[config.mk]
export PLATFORM = sky130hd
export DESIGN_NAME = dog_subtractor
export DESIGN_NICKNAME = d
export VERILOG_FILES = /design/src/rtl/dog_subtractor.sv
export SDC_FILE = /design/constraint.sdc
export NUM_CORES = 1
export LEC_CHECK = 0
export ABC_AREA = 1
export CORE_ASPECT_RATIO = 1.1
export CORE_MARGIN = 4
export CORE_UTILIZATION = 56
export DETAILED_ROUTE_END_ITERATION = 10
export GPL_ROUTABILITY_DRIVEN = 1
export PLACE_DENSITY = 0.69
export SKIP_LAST_GASP = 1
export SLEW_MARGIN = 0
export SYNTH_ARGS = -nofsm -noshare
export SYNTH_HDL_FRONTEND = slang
export SYNTH_SLANG_ARGS = --single-unit
export TNS_END_PERCENT = 100
[constraint.sdc]
create_clock -name clk -period 4.1 [get_ports clk]
set_input_delay 1.025 -clock clk [delete_from_list [all_inputs] [get_ports clk]]
set_output_delay 1.025 -clock clk [all_outputs]
set_load 0.02 [all_outputs]
[src/rtl/dog_subtractor.sv]
// Difference-of-Gaussians pixel subtractor: pairs two 8-bit streams
// through independent FIFOs and emits a signed 9-bit a-minus-b result.
module dog_subtractor #(
  parameter int DEPTH   = 16,
  parameter int N_PIXEL = 120000
) (
  input  logic       clk,
  input  logic       rst_n,
  input  logic       a_valid,
  input  logic [7:0] a_din,
  output logic       a_ready,
  input  logic       b_valid,
  input  logic [7:0] b_din,
  output logic       b_ready,
  output logic [8:0] dout,
  output logic       valid_out,
  input  logic       rd_en,
  output logic       frame_done,
  output logic       err
);

  localparam int AW = $clog2(DEPTH);
  localparam int CW = $clog2(N_PIXEL);
  localparam logic [AW:0] FULL = (AW+1)'(DEPTH);
  localparam logic [CW-1:0] LAST = CW'(N_PIXEL - 1);

  logic [1:0] wvalid;
  logic [1:0] full;
  logic [1:0] nempty;
  logic [1:0] push;
  logic [7:0] wdata [2];
  logic [7:0] rdata [2];
  logic       pop;
  logic       hs;
  logic [8:0] diff;

  assign wvalid   = {b_valid, a_valid};
  assign wdata[0] = a_din;
  assign wdata[1] = b_din;

  // Channel 0 buffers stream A, channel 1 buffers stream B.
  for (genvar c = 0; c < 2; c++) begin : g_fifo
    logic [7:0]    mem_q [DEPTH];
    logic [AW-1:0] wptr_q;
    logic [AW-1:0] rptr_q;
    logic [AW:0]   cnt_q;
    logic [AW:0]   cnt_d;

    assign full[c]   = (cnt_q == FULL);
    assign nempty[c] = (cnt_q != '0);
    assign push[c]   = wvalid[c] & ~full[c];
    assign rdata[c]  = mem_q[rptr_q];

    always_comb begin
      cnt_d = cnt_q;
      if (push[c] && !pop) begin
        cnt_d = cnt_q + (AW+1)'(1);
      end else if (!push[c] && pop) begin
        cnt_d = cnt_q - (AW+1)'(1);
      end
    end

    always_ff @(posedge clk) begin
      if (push[c]) begin
        mem_q[wptr_q] <= wdata[c];
      end
    end

    always_ff @(posedge clk or negedge rst_n) begin
      if (!rst_n) begin
        wptr_q <= '0;
        rptr_q <= '0;
        cnt_q  <= '0;
      end else begin
        if (push[c]) wptr_q <= wptr_q + AW'(1);
        if (pop)     rptr_q <= rptr_q + AW'(1);
        cnt_q <= cnt_d;
      end
    end
  end

  logic          valid_q;
  logic          valid_d;
  logic [8:0]    dout_q;
  logic [8:0]    dout_d;
  logic [CW-1:0] pcnt_q;
  logic [CW-1:0] pcnt_d;
  logic          fd_q;
  logic          fd_d;
  logic          err_q;
  logic          err_d;

  assign pop  = nempty[0] & nempty[1] & (~valid_q | rd_en);
  assign hs   = valid_q & rd_en;
  assign diff = {1'b0, rdata[0]} - {1'b0, rdata[1]};

  always_comb begin
    valid_d = valid_q;
    dout_d  = dout_q;
    pcnt_d  = pcnt_q;
    fd_d    = 1'b0;
    err_d   = err_q | (|(wvalid & full));
    if (pop) begin
      valid_d = 1'b1;
      dout_d  = diff;
    end else if (hs) begin
      valid_d = 1'b0;
    end
    if (hs) begin
      if (pcnt_q == LAST) begin
        pcnt_d = '0;
        fd_d   = 1'b1;
      end else begin
        pcnt_d = pcnt_q + CW'(1);
      end
    end
  end

  always_ff @(posedge clk or negedge rst_n) begin
    if (!rst_n) begin
      valid_q <= 1'b0;
      dout_q  <= '0;
      pcnt_q  <= '0;
      fd_q    <= 1'b0;
      err_q   <= 1'b0;
    end else begin
      valid_q <= valid_d;
      dout_q  <= dout_d;
      pcnt_q  <= pcnt_d;
      fd_q    <= fd_d;
      err_q   <= err_d;
    end
  end

  assign a_ready    = ~full[0];
  assign b_ready    = ~full[1];
  assign dout       = dout_q;
  assign valid_out  = valid_q;
  assign frame_done = fd_q;
  assign err        = err_q;

endmodule

# Word level (Yosys, flattened, before mapping)
# Memory sizes are Yosys's and may differ from the RTL's.
# Cells that the tools add are included.
# word_totals
ff_bits	55
ramBits	256
mem_count	2
# op_classes
n_addsub	10
n_eq_ne	3
n_mux	13
bitwise	11
reduce_logical	13
# memory_table
name	words	width	rd	rd_clocked_by_memory_dff	write_ports	line_no	rtl
g_fifo[0].mem_q	16	8	1	0	1	43	logic [7:0] mem_q [DEPTH];
g_fifo[1].mem_q	16	8	1	0	1	43	
# op_table
operator	count
$mux W5	4
$add A17 B1 Y17 const B	1
$eq A17 B17 Y1 const B	1
$mux W17	1
$add A4 B1 Y4 const B	4
$add A5 B1 Y5 const B	2
$eq A5 B5 Y1 const B	2
$reduce_bool A5 Y1	2
$sub A5 B1 Y5 const B	2
$sub A8 B8 Y9	1
$mux W1	8
$reduce_bool A2 Y1	3
$and A1 B1 Y1	5
$logic_and A1 B1 Y1	4
$logic_not A1 Y1	3
$not A1 Y1	3
$and A2 B2 Y2	1
$or A1 B1 Y1	2
$reduce_or A2 Y1	1

# Logic depth before layout (Yosys ltp)
# depth
word_depth	7
mapped_depth	20
ltp_nobuf	18

# Worst setup path before layout
# Ideal clock, no wire load.
# synth_timing
path_type	input to register
start	input port rd_en
end	register g_fifo[0].cnt_q[4]
setup_ns	0.117
arrival_ns	2.655
required_ns	3.983
setup_slack_ns	1.328
cell_stages	14
n_path_buf	1
cell_sequence	nor2_1 -> inv_1 -> nand3_2 -> buf_4 -> ha_1 -> inv_1 -> fa_1 -> nand2_1 -> nand2_1 -> nand2_1 -> a21o_1 -> nand2_1 -> nand2_1 -> nand2_1
# synth_between
elab_chain_len	5
word_cells_on_any_way	7
# synth_lines
item	line_no	rtl
start, declared	17	input logic rd_en,
$or A1 B1 Y1 (*)	93	assign pop = nempty[0] & nempty[1] & (~valid_q | rd_en);
$and A1 B1 Y1 (*)	93	
$logic_not A1 Y1	56	if (push[c] && !pop) begin
$logic_and A1 B1 Y1	56	
$mux W5 or $reduce_bool A2 Y1 (tied branches)	-	
end signal, assigned	77	cnt_q <= cnt_d;
end, declared	46	logic [AW:0] cnt_q;
# Every way passes the cells marked *; elsewhere a longest branch is shown, timed or not.
# A chain may end at the register's enable or synchronous reset.

# Final worst setup path
# layout_timing
start	register g_fifo[0].rptr_q[0]
end	register dout_q[8] (netlist: dout[8])
# layout_between
elab_chain_len	2
# layout_lines
item	line_no	rtl
start, declared	45	logic [AW-1:0] rptr_q;
start signal, assigned	76	if (pop) rptr_q <= rptr_q + AW'(1);
$mem_v2 Z16 W8	-	
$sub A8 B8 Y9	95	assign diff = {1'b0, rdata[0]} - {1'b0, rdata[1]};
end signal, assigned	128	dout_q <= dout_d;
end, declared	84	logic [8:0] dout_q;
# No other way between the ends.

==> out/results.md <==
| Item | Value | Unit |
|---|---|---|
| Outcome | completed | - |
| Flops & latches, synth | 311 | - |
| Maximum clock path buffer count | 3 | - |
| Via count | 9059 | - |
| Diodes inserted | 0 | - |
| Largest net degree at the start of global routing | 67 | - |
| Number of enable flip-flop cells after synthesis | 256 | - |
| Simple-gate portion of the synthesized area | 18.6 | % |
| Number of buffers created by CTS | 35 | - |
| Number of detailed-route iterations in the first pass | 5 | - |
| Cell area after technology mapping | 0.0137 | mm² |
| Post-layout nets | 1372 | - |
| Final worst path period share | 74.2 | % |
| Number of gates resized after CTS | 0 | - |
| Count of filler cells inserted in the layout | 1828 | - |
| Total congestion overflow | 0 | - |
| Final wirelength | 29800 | µm |
| Max-capacitance violation count | 0 | - |
| Number of routed nets with antenna violations | 0 | - |
| Fraction of registers with async set or reset after synthesis | 17.7 | % |
| Number of global-route vias before repair | 8909 | - |
| Multiplexer share of the synthesized area | 0 | % |
| Final count of pins violating max slew | 0 | - |
| Maximum single-stage delay on the critical path | 0.57 | ns |
| Largest family of logic cells by synthesized area | simple AND/OR/NAND/NOR gates | - |
| Starting utilization of the core area | 57.3 | % |
| Commonest cells after routing, fill and taps aside | sky130_fd_sc_hd__nand2_1, sky130_fd_sc_hd__edfxtp_1, sky130_fd_sc_hd__nor2_1 | - |
| Register area | 0.00907 | mm² |
| Unrepaired setup endpoints after global routing | no | - |
| CP arrival | 3.43 | ns |
| IO Count | 35 | - |
| Launching element type of the critical path | flop | - |
| Overall routing resource usage | 22.6 | % |
| Total of buffers placed on input and output ports | 34 | - |
| Fmax | 0.329 | GHz |
| Most common cell after layout, fill and taps aside | sky130_fd_sc_hd__nand2_1 | - |
| Share of the synthesized netlist area taken by xor and xnor gates | 1.47 | % |
| Critical R2R Launch | g_fifo[0].rptr_q[0]$_DFFE_PN0P_ | - |
| Hold Path Class | reg2reg | - |
| Cell class contributing the biggest share of worst-path delay | simple AND/OR/NAND/NOR gates | - |
| Power per cell area | 772 | mW/mm² |
| Final sum of negative setup slack | 0 | ns |
| Global-route wire length before repair | 47400 | µm |
| Dominant register cell in the synthesized netlist | sky130_fd_sc_hd__edfxtp_1 | - |
| Worst endpoint required time | 4.49 | ns |
| Antenna violations before repair | 0 | - |
| Count of hold buffers inserted by post-cts repair | 0 | - |
| Crit path kind | reg2reg | - |
| Die Y-Extent | 172 | µm |
| Min cycle time layout | 3.04 | ns |
| Crit path buf inv count | 4 | - |
| Clock transition at the register clock pins on the worst setup and hold paths after CTS | 0.06 | ns |
| Max Fanout on Critical Path | 31 | - |
| WL/cell | 18.0 | µm |
| Total power of the final layout | 11.8 | mW |
| Count of routing violations after the opening detailed-route iteration | 682 | - |
| Die area | 0.0270 | mm² |
| Largest vdd supply drop | 0.000462 | V |
| Fraction of the mapped netlist area in adder cells | 2.91 | % |
| Routability Congestion | 0.855 | - |
| Dpl hpwl | 19200 | µm |
| Width of the chip | 157 | µm |
| Max-slew headroom | 38.4 | % |
| Root buffer cell | sky130_fd_sc_hd__clkbuf_16 | - |
| Sink count of the clock tree | 311 | - |
| Syn Nets | 1336 | - |
| Post-CTS setup-driven buffer insertion count | 0 | - |
| Ordered list of cells on the worst path | inv_2, buf_12, nand2_1, nand3_1, nand2_1, nor2_1, nand2_1, nand2_1, inv_1, ha_1, inv_1, fa_1, nand2_1, nand2_1, nand2_1, nor3_1, nor2_1, nand2_1, nand2_1 | - |
| Maximum level of the CTS H-tree | 2 | - |
| Static leakage | 5.99 | nW |
| Vias per std cell | 5.49 | - |
| Launch point of the worst path | g_fifo[0].rptr_q[0]$_DFFE_PN0P_ | - |
| Fraction of layout instances using a drive strength above 1 | 6.09 | % |
| Worst Skew | 0.0214 | ns |
| Synthesized instance count | 1285 | - |
| Most numerous cell on the critical path | sky130_fd_sc_hd__nand2_1 | - |
| Clk Latency, worst-skew pair | 0.51 | ns |
| Area added between synthesis and finish | 12.1 | % |
| Core region area | 0.0238 | mm² |
| Post-Synthesis Mean Instance Area | 10.6 | µm² |
| Multi-input logic area | 0.00402 | mm² |
| Standard cell with the maximum stage delay on the critical path | sky130_fd_sc_hd__dfrtp_2 | - |
| Element type at the critical path end | flop | - |
| Transition time at the pin with the least slew margin | 0.924 | ns |
| Yosys warning total | 0 | - |
| Number of hold-slack violations in the final timing report | 0 | - |
| Worst min-delay path startpoint | dout[1]$_DFFE_PN0P_ | - |
| Compound-Gate Fraction of Synth Area | 6.39 | % |
| Number of endpoints failing setup at the final stage | 0 | - |
| Sequential element share of the synthesized area | 66.3 | % |
| Row count | 59 | - |
| CTS tree | done | - |
| Drc violations | 0 | - |
| Number of unique standard cell types used by synthesis | 35 | - |
Yosys cell counts, types with 3 or more instances:
cell	count	area share, %
sky130_fd_sc_hd__clkinv_1	3	0.082
sky130_fd_sc_hd__ha_1	27	2.5
sky130_fd_sc_hd__nand2_1	330	9.1
sky130_fd_sc_hd__inv_2	8	0.22
sky130_fd_sc_hd__o21ai_1	13	0.48
sky130_fd_sc_hd__buf_4	12	0.66
sky130_fd_sc_hd__edfxtp_1	256	56
sky130_fd_sc_hd__xnor2_1	5	0.32
sky130_fd_sc_hd__nor2_1	197	5.4
sky130_fd_sc_hd__clkbuf_1	5	0.14
sky130_fd_sc_hd__a21oi_1	59	2.2
sky130_fd_sc_hd__nand4_1	7	0.32
sky130_fd_sc_hd__xor2_1	18	1.2
sky130_fd_sc_hd__nor2_4	3	0.25
sky130_fd_sc_hd__o21ai_0	71	2.6
sky130_fd_sc_hd__buf_2	22	0.81
sky130_fd_sc_hd__inv_1	72	2.0
sky130_fd_sc_hd__fa_1	3	0.44
sky130_fd_sc_hd__nand3b_1	4	0.22
sky130_fd_sc_hd__nand3_1	79	2.9
sky130_fd_sc_hd__dfrtp_1	55	10
sky130_fd_sc_hd__buf_6	4	0.33
sky130_fd_sc_hd__o211ai_1	16	0.88
routing by layer:
metal  up-vias  track usage [%]  wire length, µm
met2       296             38.7            14900
met4         0             7.40              872
met1      4285             30.2            12500
li1       4418                -                -
met5         -                0                0
met3        60             2.77             1590
flip-flops by register name, indices dropped and copies added, names as in the netlist, 8 cells and up:
register and count:
dout 9, g_fifo.cnt_q 10, g_fifo.mem_q 256, g_fifo.rptr_q 8, g_fifo.wptr_q 8, pcnt_q 17
metrics by stage:
| step | worst slack (ns) | instances | cell area, µm² | utilization [%] | hold slack [ns] |
|---|---|---|---|---|---|
| 2_1_floorplan | 1.33 | 1285 | 13700 | - | 0.475 |
| 3_3_place_gp | 0.918 | 1589 | 14200 | 59.5 | 0.473 |
| 3_5_place_dp | 0.851 | 1589 | 14200 | 59.5 | 0.470 |
| 4_1_cts | 1.07 | 1651 | 15300 | 64.2 | 0.484 |
| 5_1_grt | 0.749 | 1651 | 15300 | 64.2 | 0.498 |
| 6_report | 1.06 | 1651 | 15300 | 64.2 | 0.478 |
report_power, final:
part	leakage [nW]	internal, mW	switching, mW
logic	2.49	1.54	3.04
clock network	0.547	1.79	1.21
registers	2.95	3.91	0.332
final timing paths:
check                                   endpoint  slack, ns  cells after the start
max                          dout[8]$_DFFE_PN0P_       1.06                     19
min                          dout[1]$_DFFE_PN0P_       0.48                      2
max reg2reg                  dout[8]$_DFFE_PN0P_       1.06                     19
min reg2reg                  dout[1]$_DFFE_PN0P_       0.48                      2
max in group asynchronous  pcnt_q[4]$_DFFE_PN0P_       2.62                      2
min in group asynchronous    dout[1]$_DFFE_PN0P_       0.66                      1
layout make-up:
class,count,area share [%]
Sequential cell,311,59.2
Multi-Input combinational cell,846,26.2
Clock buffer,39,5.96
Timing Repair Buffer,44,2.76
Tap cell,305,2.49
Inverter,83,2.03
Clock inverter,23,1.32
kinds of logic (layout without fill, tap and decap cells):
| group | Yosys count | after routing |
|---|---|---|
| XOR/XNOR | 23 | 23 |
| flip-flops | 311 | 311 |
| adder cells (fa/ha/maj) | 30 | 30 |
| AO/OA/AOI/OAI | 164 | 164 |
| AND/OR/NAND/NOR | 629 | 629 |
| buffers and inverters | 128 | 189 |
tightest hold or removal path: stages (launching register included):
cell and delay [ns]:
sky130_fd_sc_hd__dfrtp_1 0.34, sky130_fd_sc_hd__nand2_1 0.05, sky130_fd_sc_hd__nand2_1 0.05
(Power assumes the default switching activity.)
